--- src/rtl/regfile_wb_scheduler_pkg.sv ---
// Shared types and widths for the register-file writeback scheduler.
package regfile_wb_scheduler_pkg;

  localparam int REG_ADDR_W = 5;
  localparam int XLEN       = 32;

  typedef struct packed {
    logic                  we;
    logic [REG_ADDR_W-1:0] addr;
    logic [XLEN-1:0]       data;
  } rf_write_t;

  typedef enum logic [1:0] {
    GNT_NONE,
    GNT_PIPE,
    GNT_LLU
  } grant_t;

endpackage

--- src/rtl/regfile_scoreboard.sv ---
// Busy-bit scoreboard for long-latency results: tracks pending LLU
// destinations and the in-flight count, and stalls hazardous issues.
module regfile_scoreboard
  import regfile_wb_scheduler_pkg::*;
#(
  parameter int MAX_OUTSTANDING = 2
) (
  input  logic                  clock,
  input  logic                  reset,
  input  logic                  issue_valid,
  input  logic                  issue_is_llu,
  input  logic [REG_ADDR_W-1:0] issue_rd,
  input  logic [REG_ADDR_W-1:0] issue_rs1,
  input  logic [REG_ADDR_W-1:0] issue_rs2,
  input  logic                  issue_uses_rs1,
  input  logic                  issue_uses_rs2,
  input  logic                  llu_done,
  input  logic [REG_ADDR_W-1:0] llu_done_rd,
  output logic                  issue_stall
);

  localparam int OW = $clog2(MAX_OUTSTANDING + 1);
  localparam logic [OW-1:0] OUT_MAX = OW'(MAX_OUTSTANDING);

  logic [31:0]   busy;
  logic [31:0]   busy_next;
  logic [OW-1:0] outstanding;
  logic [OW-1:0] outstanding_next;
  logic          llu_issue;

  // Hazard detection; busy is the registered view, so a bit cleared this
  // cycle still stalls until the next edge.
  always_comb begin
    issue_stall = issue_valid &&
                  ((issue_uses_rs1 && busy[issue_rs1]) ||
                   (issue_uses_rs2 && busy[issue_rs2]) ||
                   busy[issue_rd] ||
                   (issue_is_llu && (outstanding == OUT_MAX)));
    llu_issue   = issue_valid && !issue_stall && issue_is_llu;
  end

  // Next busy/outstanding state; the set is applied after the clear so a
  // same-register collision leaves the bit set.
  always_comb begin
    busy_next = busy;
    if (llu_done) busy_next[llu_done_rd] = 1'b0;
    if (llu_issue) busy_next[issue_rd] = 1'b1;
    busy_next[0] = 1'b0;

    outstanding_next = outstanding;
    if (llu_issue && !llu_done) begin
      outstanding_next = outstanding + OW'(1);
    end else if (llu_done && !llu_issue && (outstanding != '0)) begin
      outstanding_next = outstanding - OW'(1);
    end
  end

  // Scoreboard state registers.
  always_ff @(posedge clock or negedge reset) begin
    if (!reset) begin
      busy        <= '0;
      outstanding <= '0;
    end else begin
      busy        <= busy_next;
      outstanding <= outstanding_next;
    end
  end

  // A completion with nothing in flight means the LLU and scoreboard disagree.
  always_ff @(posedge clock) begin
    if (reset && llu_done) begin
      assert (outstanding != '0);
    end
  end

endmodule

--- src/rtl/regfile_wb_scheduler.sv ---
// Shares the register-file write port between the in-order pipeline
// writeback and the long-latency unit, with a starvation guard that holds
// the pipeline for one cycle when the LLU has been denied too long.
module regfile_wb_scheduler
  import regfile_wb_scheduler_pkg::*;
#(
  parameter int STARVE_LIMIT    = 4,
  parameter int MAX_OUTSTANDING = 2
) (
  input  logic                  clock,
  input  logic                  reset,
  input  logic                  issue_valid,
  input  logic                  issue_is_llu,
  input  logic [REG_ADDR_W-1:0] issue_rd,
  input  logic [REG_ADDR_W-1:0] issue_rs1,
  input  logic [REG_ADDR_W-1:0] issue_rs2,
  input  logic                  issue_uses_rs1,
  input  logic                  issue_uses_rs2,
  output logic                  issue_stall,
  input  logic                  pipe_wb_valid,
  input  logic [REG_ADDR_W-1:0] pipe_wb_rd,
  input  logic [XLEN-1:0]       pipe_wb_data,
  output logic                  pipe_hold,
  input  logic                  llu_valid,
  input  logic [REG_ADDR_W-1:0] llu_rd,
  input  logic [XLEN-1:0]       llu_data,
  output logic                  llu_ready,
  output logic                  rf_write_enable,
  output logic [REG_ADDR_W-1:0] rf_rd_address,
  output logic [XLEN-1:0]       rf_rd_data
);

  localparam int SW = $clog2(STARVE_LIMIT + 1);
  localparam logic [SW-1:0] STARVE_LAST = SW'(STARVE_LIMIT - 1);

  grant_t        grant;
  rf_write_t     rf_wr;
  logic          pipe_eff;
  logic          llu_denied;
  logic [SW-1:0] starve_cnt;

  // Fixed-priority arbitration and write-port mux; nothing is granted
  // while reset is asserted.
  always_comb begin
    pipe_eff = pipe_wb_valid && (pipe_wb_rd != '0);
    grant    = GNT_NONE;
    if (!reset) begin
      grant = GNT_NONE;
    end else if (pipe_hold) begin
      grant = llu_valid ? GNT_LLU : GNT_NONE;
    end else if (pipe_eff) begin
      grant = GNT_PIPE;
    end else if (llu_valid) begin
      grant = GNT_LLU;
    end

    rf_wr = '0;
    case (grant)
      GNT_PIPE: begin
        rf_wr.we   = 1'b1;
        rf_wr.addr = pipe_wb_rd;
        rf_wr.data = pipe_wb_data;
      end
      GNT_LLU: begin
        // x0 results are accepted but never written.
        rf_wr.we   = (llu_rd != '0);
        rf_wr.addr = llu_rd;
        rf_wr.data = llu_data;
      end
      default: rf_wr = '0;
    endcase

    llu_ready  = (grant == GNT_LLU);
    llu_denied = llu_valid && (grant != GNT_LLU);
  end

  assign rf_write_enable = rf_wr.we;
  assign rf_rd_address   = rf_wr.addr;
  assign rf_rd_data      = rf_wr.data;

  // Starvation counter; the hold lasts one cycle because the LLU is always
  // granted while it is asserted, which clears the counter.
  always_ff @(posedge clock or negedge reset) begin
    if (!reset) begin
      starve_cnt <= '0;
      pipe_hold  <= 1'b0;
    end else begin
      starve_cnt <= llu_denied ? starve_cnt + SW'(1) : '0;
      pipe_hold  <= llu_denied && (starve_cnt == STARVE_LAST);
    end
  end

  regfile_scoreboard #(
    .MAX_OUTSTANDING(MAX_OUTSTANDING)
  ) u_scoreboard (
    .clock          (clock),
    .reset          (reset),
    .issue_valid    (issue_valid),
    .issue_is_llu   (issue_is_llu),
    .issue_rd       (issue_rd),
    .issue_rs1      (issue_rs1),
    .issue_rs2      (issue_rs2),
    .issue_uses_rs1 (issue_uses_rs1),
    .issue_uses_rs2 (issue_uses_rs2),
    .llu_done       (llu_ready),
    .llu_done_rd    (llu_rd),
    .issue_stall    (issue_stall)
  );

endmodule

--- config.mk ---
export PLATFORM = sky130hd
export DESIGN_NAME = regfile_wb_scheduler
export DESIGN_NICKNAME = d
export VERILOG_FILES = /design/src/rtl/regfile_wb_scheduler_pkg.sv /design/src/rtl/regfile_scoreboard.sv /design/src/rtl/regfile_wb_scheduler.sv
export SDC_FILE = /design/constraint.sdc
export NUM_CORES = 1
export LEC_CHECK = 0
export ABC_AREA = 1
export BUFFER_PORTS_ARGS = -buffer_cell sky130_fd_sc_hd__buf_2
export CORE_UTILIZATION = 40
export DETAILED_ROUTE_END_ITERATION = 12
export HOLD_SLACK_MARGIN = 0.03
export PLACE_DENSITY = 0.71
export SKIP_CTS_REPAIR_TIMING = 1
export SYNTH_ARGS = -nofsm -noshare
export SYNTH_HDL_FRONTEND = slang
export SYNTH_HIERARCHICAL = 1
export SYNTH_SLANG_ARGS = --single-unit
--- constraint.sdc ---
create_clock -name clock -period 2 [get_ports clock]
set_input_delay 0.4 -clock clock [delete_from_list [all_inputs] [get_ports clock]]
set_output_delay 0.4 -clock clock [all_outputs]
set_load 0.01 [all_outputs]
== Word level (Yosys, flattened, before mapping) ==
Index checks and enable logic that the tools add are counted.

* Add/subtract/negate cells: 3
* Order comparisons: 6
* Equal/unequal tests: 5
* Multiplexer cells: 20
* Bitwise operators: 3
* Reduce and logical (&&, ||, !) cells: 24

{| class="wikitable"
|+ Operator list
! cell !! count
|-
| one-hot mux 38 bit (2 select lines) || 1
|-
| 2-to-1 mux 32 bit || 2
|-
| bitwise AND 32 bit || 1
|-
| inverter 32 bit || 1
|-
| OR 32 bit || 1
|-
| < comparator 5 x 6 -> 1 bit, second input constant || 4
|-
| binary-select mux 1 bit (select 5 bit) || 3
|-
| logical AND 1 bit || 14
|-
| 2-to-1 mux 2 bit || 6
|-
| demux 1 bit (select 5 bit) || 2
|-
| >= comparator 5 x 1 -> 1 bit, second input constant || 2
|-
| nonzero test 5 bit || 2
|-
| 2-to-1 mux 1 bit || 5
|-
| == test 2 bit, second input constant || 2
|-
| nonzero test 2 bit || 2
|-
| adder 3 x 1 -> 3 bit, second input constant || 1
|-
| == test 3 x 2 -> 1 bit, second input constant || 1
|-
| zero test 1 bit || 3
|-
| logical OR 1 bit || 3
|-
| 2-to-1 mux 3 bit || 1
|-
| adder 2 x 1 -> 2 bit, second input constant || 1
|-
| == test 2 x 1 -> 1 bit, second input constant || 1
|-
| != test 2 bit, second input constant || 1
|-
| subtractor 2 x 1 -> 2 bit, second input constant || 1
|}

* Flip-flop bits (word level): 37
* Output and inout port bits: 41
* Word-level logic and storage cells: 65

== Longest topological paths before layout ==
* Depth in word-level cells: 15
* Gate-level depth with buffers: 18
* Mapped depth without buffers: 17

== Cells and area by module ==
The synthesis kept the hierarchy.

{| class="wikitable"
|+ By module, submodules not included
! module !! times used !! cells an instance !! area each (um2)
|-
| regfile_scoreboard || 1 || 420 || 2656.3
|-
| regfile_wb_scheduler || 1 || 159 || 814.5
|}

== Worst setup path after synthesis ==
Ideal clock, no wire load.

* Kind: in2out
* Start point: input pipe_wb_rd[4]
* End point: output rf_rd_address[2]
* Arrival: 1.720 ns
* Path slack: -0.120 ns
* Cell stages on the path: 10
* Buffers on the path: 2
* Cells stage by stage: nor2_1 > nand3_1 > nand2_1 > nand3_1 > inv_1 > ha_1 > buf_4 > buf_2 > nand2_1 > a21oi_1

* Word-level cells in the longest chain between the ends: 7
* Elaborated cells between the ends (all ways): 8
* Those cells by class: eq/ne: 2; mux: 4; reduce/logical: 2

{| class="wikitable"
|+ Ends and longest elaborated chain
! what !! RTL line !! source
|-
| start: declaration || regfile_wb_scheduler.sv:21 || <nowiki>input logic [REG_ADDR_W-1:0] pipe_wb_rd,</nowiki>
|-
| nonzero test 5 bit || regfile_wb_scheduler.sv:45 || <nowiki>pipe_eff = pipe_wb_valid && (pipe_wb_rd != '0);</nowiki>
|-
| logical AND 1 bit || regfile_wb_scheduler.sv:45 ||
|-
| 2-to-1 mux 2 bit || regfile_wb_scheduler.sv:51 || <nowiki>end else if (pipe_eff) begin</nowiki>
|-
| 2-to-1 mux 2 bit || regfile_wb_scheduler.sv:49 || <nowiki>end else if (pipe_hold) begin</nowiki>
|-
| 2-to-1 mux 2 bit || regfile_wb_scheduler.sv:47 || <nowiki>if (!reset) begin</nowiki>
|-
| == test 2 bit || - ||
|-
| named net llu_ready || regfile_wb_scheduler.sv:27 || <nowiki>output logic llu_ready,</nowiki>
|-
| one-hot mux 38 bit (2 select lines) || regfile_wb_scheduler.sv:58 || <nowiki>case (grant)</nowiki>
|-
| end: declaration || regfile_wb_scheduler.sv:29 || <nowiki>output logic [REG_ADDR_W-1:0] rf_rd_address,</nowiki>
|}

The timed path passes the listed nets, and every way through them passes these cells.

== Final worst setup path ==
* Start point: register pipe_hold
* End point: output rf_rd_address[3]

* Word-level cells in the longest chain between the ends: 4
* Elaborated cells between the ends (all ways): 5
* Those cells by class: eq/ne: 2; mux: 3

{| class="wikitable"
|+ Ends and longest elaborated chain
! what !! RTL line !! source
|-
| start: declaration || regfile_wb_scheduler.sv:23 || <nowiki>output logic pipe_hold,</nowiki>
|-
| start signal: assignment || regfile_wb_scheduler.sv:89 || <nowiki>pipe_hold <= llu_denied && (starve_cnt == STARVE_LAST);</nowiki>
|-
| 2-to-1 mux 2 bit * || regfile_wb_scheduler.sv:49 ||
|-
| 2-to-1 mux 2 bit * || regfile_wb_scheduler.sv:47 ||
|-
| == test 2 bit / == test 2 x 1 -> 1 bit (equally long branches) || regfile_wb_scheduler.sv:58 ||
|-
| one-hot mux 38 bit (2 select lines) * || regfile_wb_scheduler.sv:58 ||
|}

Mark *: on every way between the ends. The rest lies on a longest branch, timed or not.

==> results.toml <==
[status]
status = "finished, violations left"
violations = "setup timing"

[timing]
relSlewSlack_pct = 68.6
skew_ns = 0.00552
rsz0062_at_grt = "true"
fin_setup_tns_ns = -5.57
setup_viol = 39
layout_setup_ws_ns = -0.210
tightest_slew_ns = 0.471
min_period_ns = 2.21
finalCritPeriodShare_pct = 110
hold_viol = 0
final-max-slew-violation-count = 0
fmax_mhz = 453

[pwr]
powerDensity_mw_per_mm2 = 551
ir_drop_mv = 0.303
fin_total_pwr_uw = 3000
cellLeakagePower_uw = 0.00275

[drt]
firstDrtPassIters = 5
vias_per_cell = 5.41
wl_microns = 13600
wire_per_inst_microns = 15.6
route.detailed.drc = 0
detail_route.iter0.violations = 375
vias = 4712
ant_nets = 0

[logic_synthesis]
synth_seq_cells = 37
synth_top_area_share_pct = 26.7
synth_edf_count = 0
yosysSeqAreaShare_pct = 26.7
synth_top_flop_cell = "dfrtp_1"
async_flop_share_pct = 100
synth_fp_nets = 681
syn_area_per_cell_sq_um = 5.99
ys_warn_count = 6
synth_cell_types = 23
synth_area_sq_mm = 0.00347
synthTopCellsByArea = "dfrtp_1, nand2_1, nand3_1"
syn_inst = 579
synth_top_area_cell = "dfrtp_1"

[floorplanning]
chipWidth_microns = 95.2
rows = 33
ios = 138
die_h_microns = 95.2
start_util_pct = 41.8
coreArea_sq_mm = 0.00830
die_area_sq_mm = 0.00905

[worst_setup_path]
reg2reg_to = "u_scoreboard/busy[18]"
path_class = "register to primary output"
crit_path_max_fanout = 13
setup.worst_path.end = "rf_rd_address[3]"
cp_cell_sequence = "nor2_2, nand2_2, nand3_4, ha_4, buf_12, nand2_1, a21oi_1, buf_2"
cp_top_family = "flip-flops"
max_stage_delay_ns = 0.39
r2r_slack_ns = 0.09
required_ns = 1.60
cp_num_buf_inv = 2
path_depth = 8
r2r-start = "pipe_hold"
crit_path_start_kind = "register"
critPathSlowestCell = "dfrtp_1"
crit_path_end_kind = "primary output"
cp-startpoint = "pipe_hold"
worstRegToRegCells = 11
crit_arrival_ns = 1.81

[global_routing]
gr-total-overflow = 0
grt_usage_pct = 27.5
grt_pass1_wl_microns = 19700
grt-busiest-layer = "met2"
gr-usage-met2_pct = 48.6
grt_max_degree = 38
gr-usage-met1_pct = 33.9
use_met3_pct = 3.91
grt_antenna_before_repair = 0
grt_pass1_vias = 4282

[clocking]
clockBufferDepth = 2
numCtsBuffers = 5
cts_sinks = 37
cts_tree = "done"
clkTransAtPathRegs_ns = 0.07
root_buffer = "clkbuf_8"
htreeDepth = 2
clock_latency_ns = 0.29

[placement]
port_buffers = 137
gp_congestion = 0.961
dp_hpwl_microns = 9880

[run]
max_cap_violations = 0

[finish]
fin_nets = 867
drive_above_1_share_pct = 45.7
diodes = 0
fin_util_pct = 65.7
area_growth_pct = 57.1

[hold_path]
hp-class = "primary input to async pin"
[registers in the layout, indices dropped and copies added (netlist names)]
| name | cells |
|---|---|
| starve_cnt | 3 |
| u_scoreboard/outstanding | 2 |
| pipe_hold | 1 |
| u_scoreboard/busy | 31 |
[cell type report]
type / instances / area [sq um]
Clock buffer: 7 / 96.3
Clock inverter: 1 / 5.00
Fill cell: 687 / 2850
Inverter: 61 / 234
Multi-Input combinational cell: 456 / 2620
Sequential cell: 37 / 927
Tap cell: 105 / 131
Timing Repair Buffer: 204 / 1440
[metrics by stage]
step | hold slack [ns] | worst slack (ns) | cells | instance area (sq um)
6_report | 0.251 | -0.210 | 871 | 5450
5_1_grt | 0.300 | -0.314 | 871 | 5450
4_1_cts | 0.234 | -0.290 | 854 | 4810
3_5_place_dp | 0.431 | -0.358 | 846 | 4710
3_3_place_gp | 0.422 | -0.244 | 846 | 4710
2_1_floorplan | 0.104 | -0.00992 | 579 | 3570
[worst min-delay path by stage]
stage                   from              endpoint  slack [ns]  cells after the start
2_1_floorplan          reset             pipe_hold        0.10                      0
4_1_cts                reset  u_scoreboard/busy[7]        0.23                      2
3_3_place_gp   starve_cnt[0]         starve_cnt[0]        0.42                      1
6_report               reset  u_scoreboard/busy[7]        0.25                      2
5_1_grt                reset  u_scoreboard/busy[2]        0.30                      2
3_5_place_dp   starve_cnt[0]         starve_cnt[0]        0.43                      1
[cells by family (layout without fill, tap and decap cells)]
kind of cell | after synthesis | count (layout) | share of synthesized area [%]
simple gates | 329 | 329 | 39.1
compound gates | 122 | 122 | 20.9
buf+inv | 86 | 273 | 11.5
fa+ha+maj | 5 | 5 | 1.80
flops | 37 | 37 | 26.7
[metal layers]
layer / vias up / routed length [microns]
li1: 2249 / -
met1: 2214 / 5580
met2: 214 / 6790
met3: 35 / 839
met4: 0 / 342
met5: - / 0
[cell usage in the layout (no fill, tap or decap), drive strengths merged]
master and n:
o22ai 3, ha 5, nor2 25, o21ai 78, a21oi 41, nor3 9, nand4 2, clkinv 2
inv 60, buf 199, nand3 71, or2 1, clkbuf 12, dfrtp 37, nand2 221
[synth_stat cells, types with 7 or more instances]
master,instances
nor3_1,9
nand3_1,71
o21ai_2,30
buf_2,12
dfrtp_1,37
inv_1,54
o21ai_1,7
o21ai_0,41
nand2_1,219
a21oi_1,41
nor2_1,23
[report_power, final]
group | leakage [uW] | switching [uW] | internal [uW]
Clock | 0.0000542 | 268 | 311
Combinational | 0.00221 | 764 | 579
Sequential | 0.000488 | 177 | 903
[worst reg2reg max path, stage by stage (launching register included)]
cell       delay (ns)
dfrtp_1          0.36
nor2_2           0.06
nand2_2          0.07
nand3_4          0.09
inv_4            0.08
ha_4             0.24
clkbuf_16        0.19
buf_4            0.12
nand3_1          0.07
buf_4            0.17
o21ai_0          0.26
o21ai_2          0.09
Note: power is estimated with default switching activity, not from simulation.
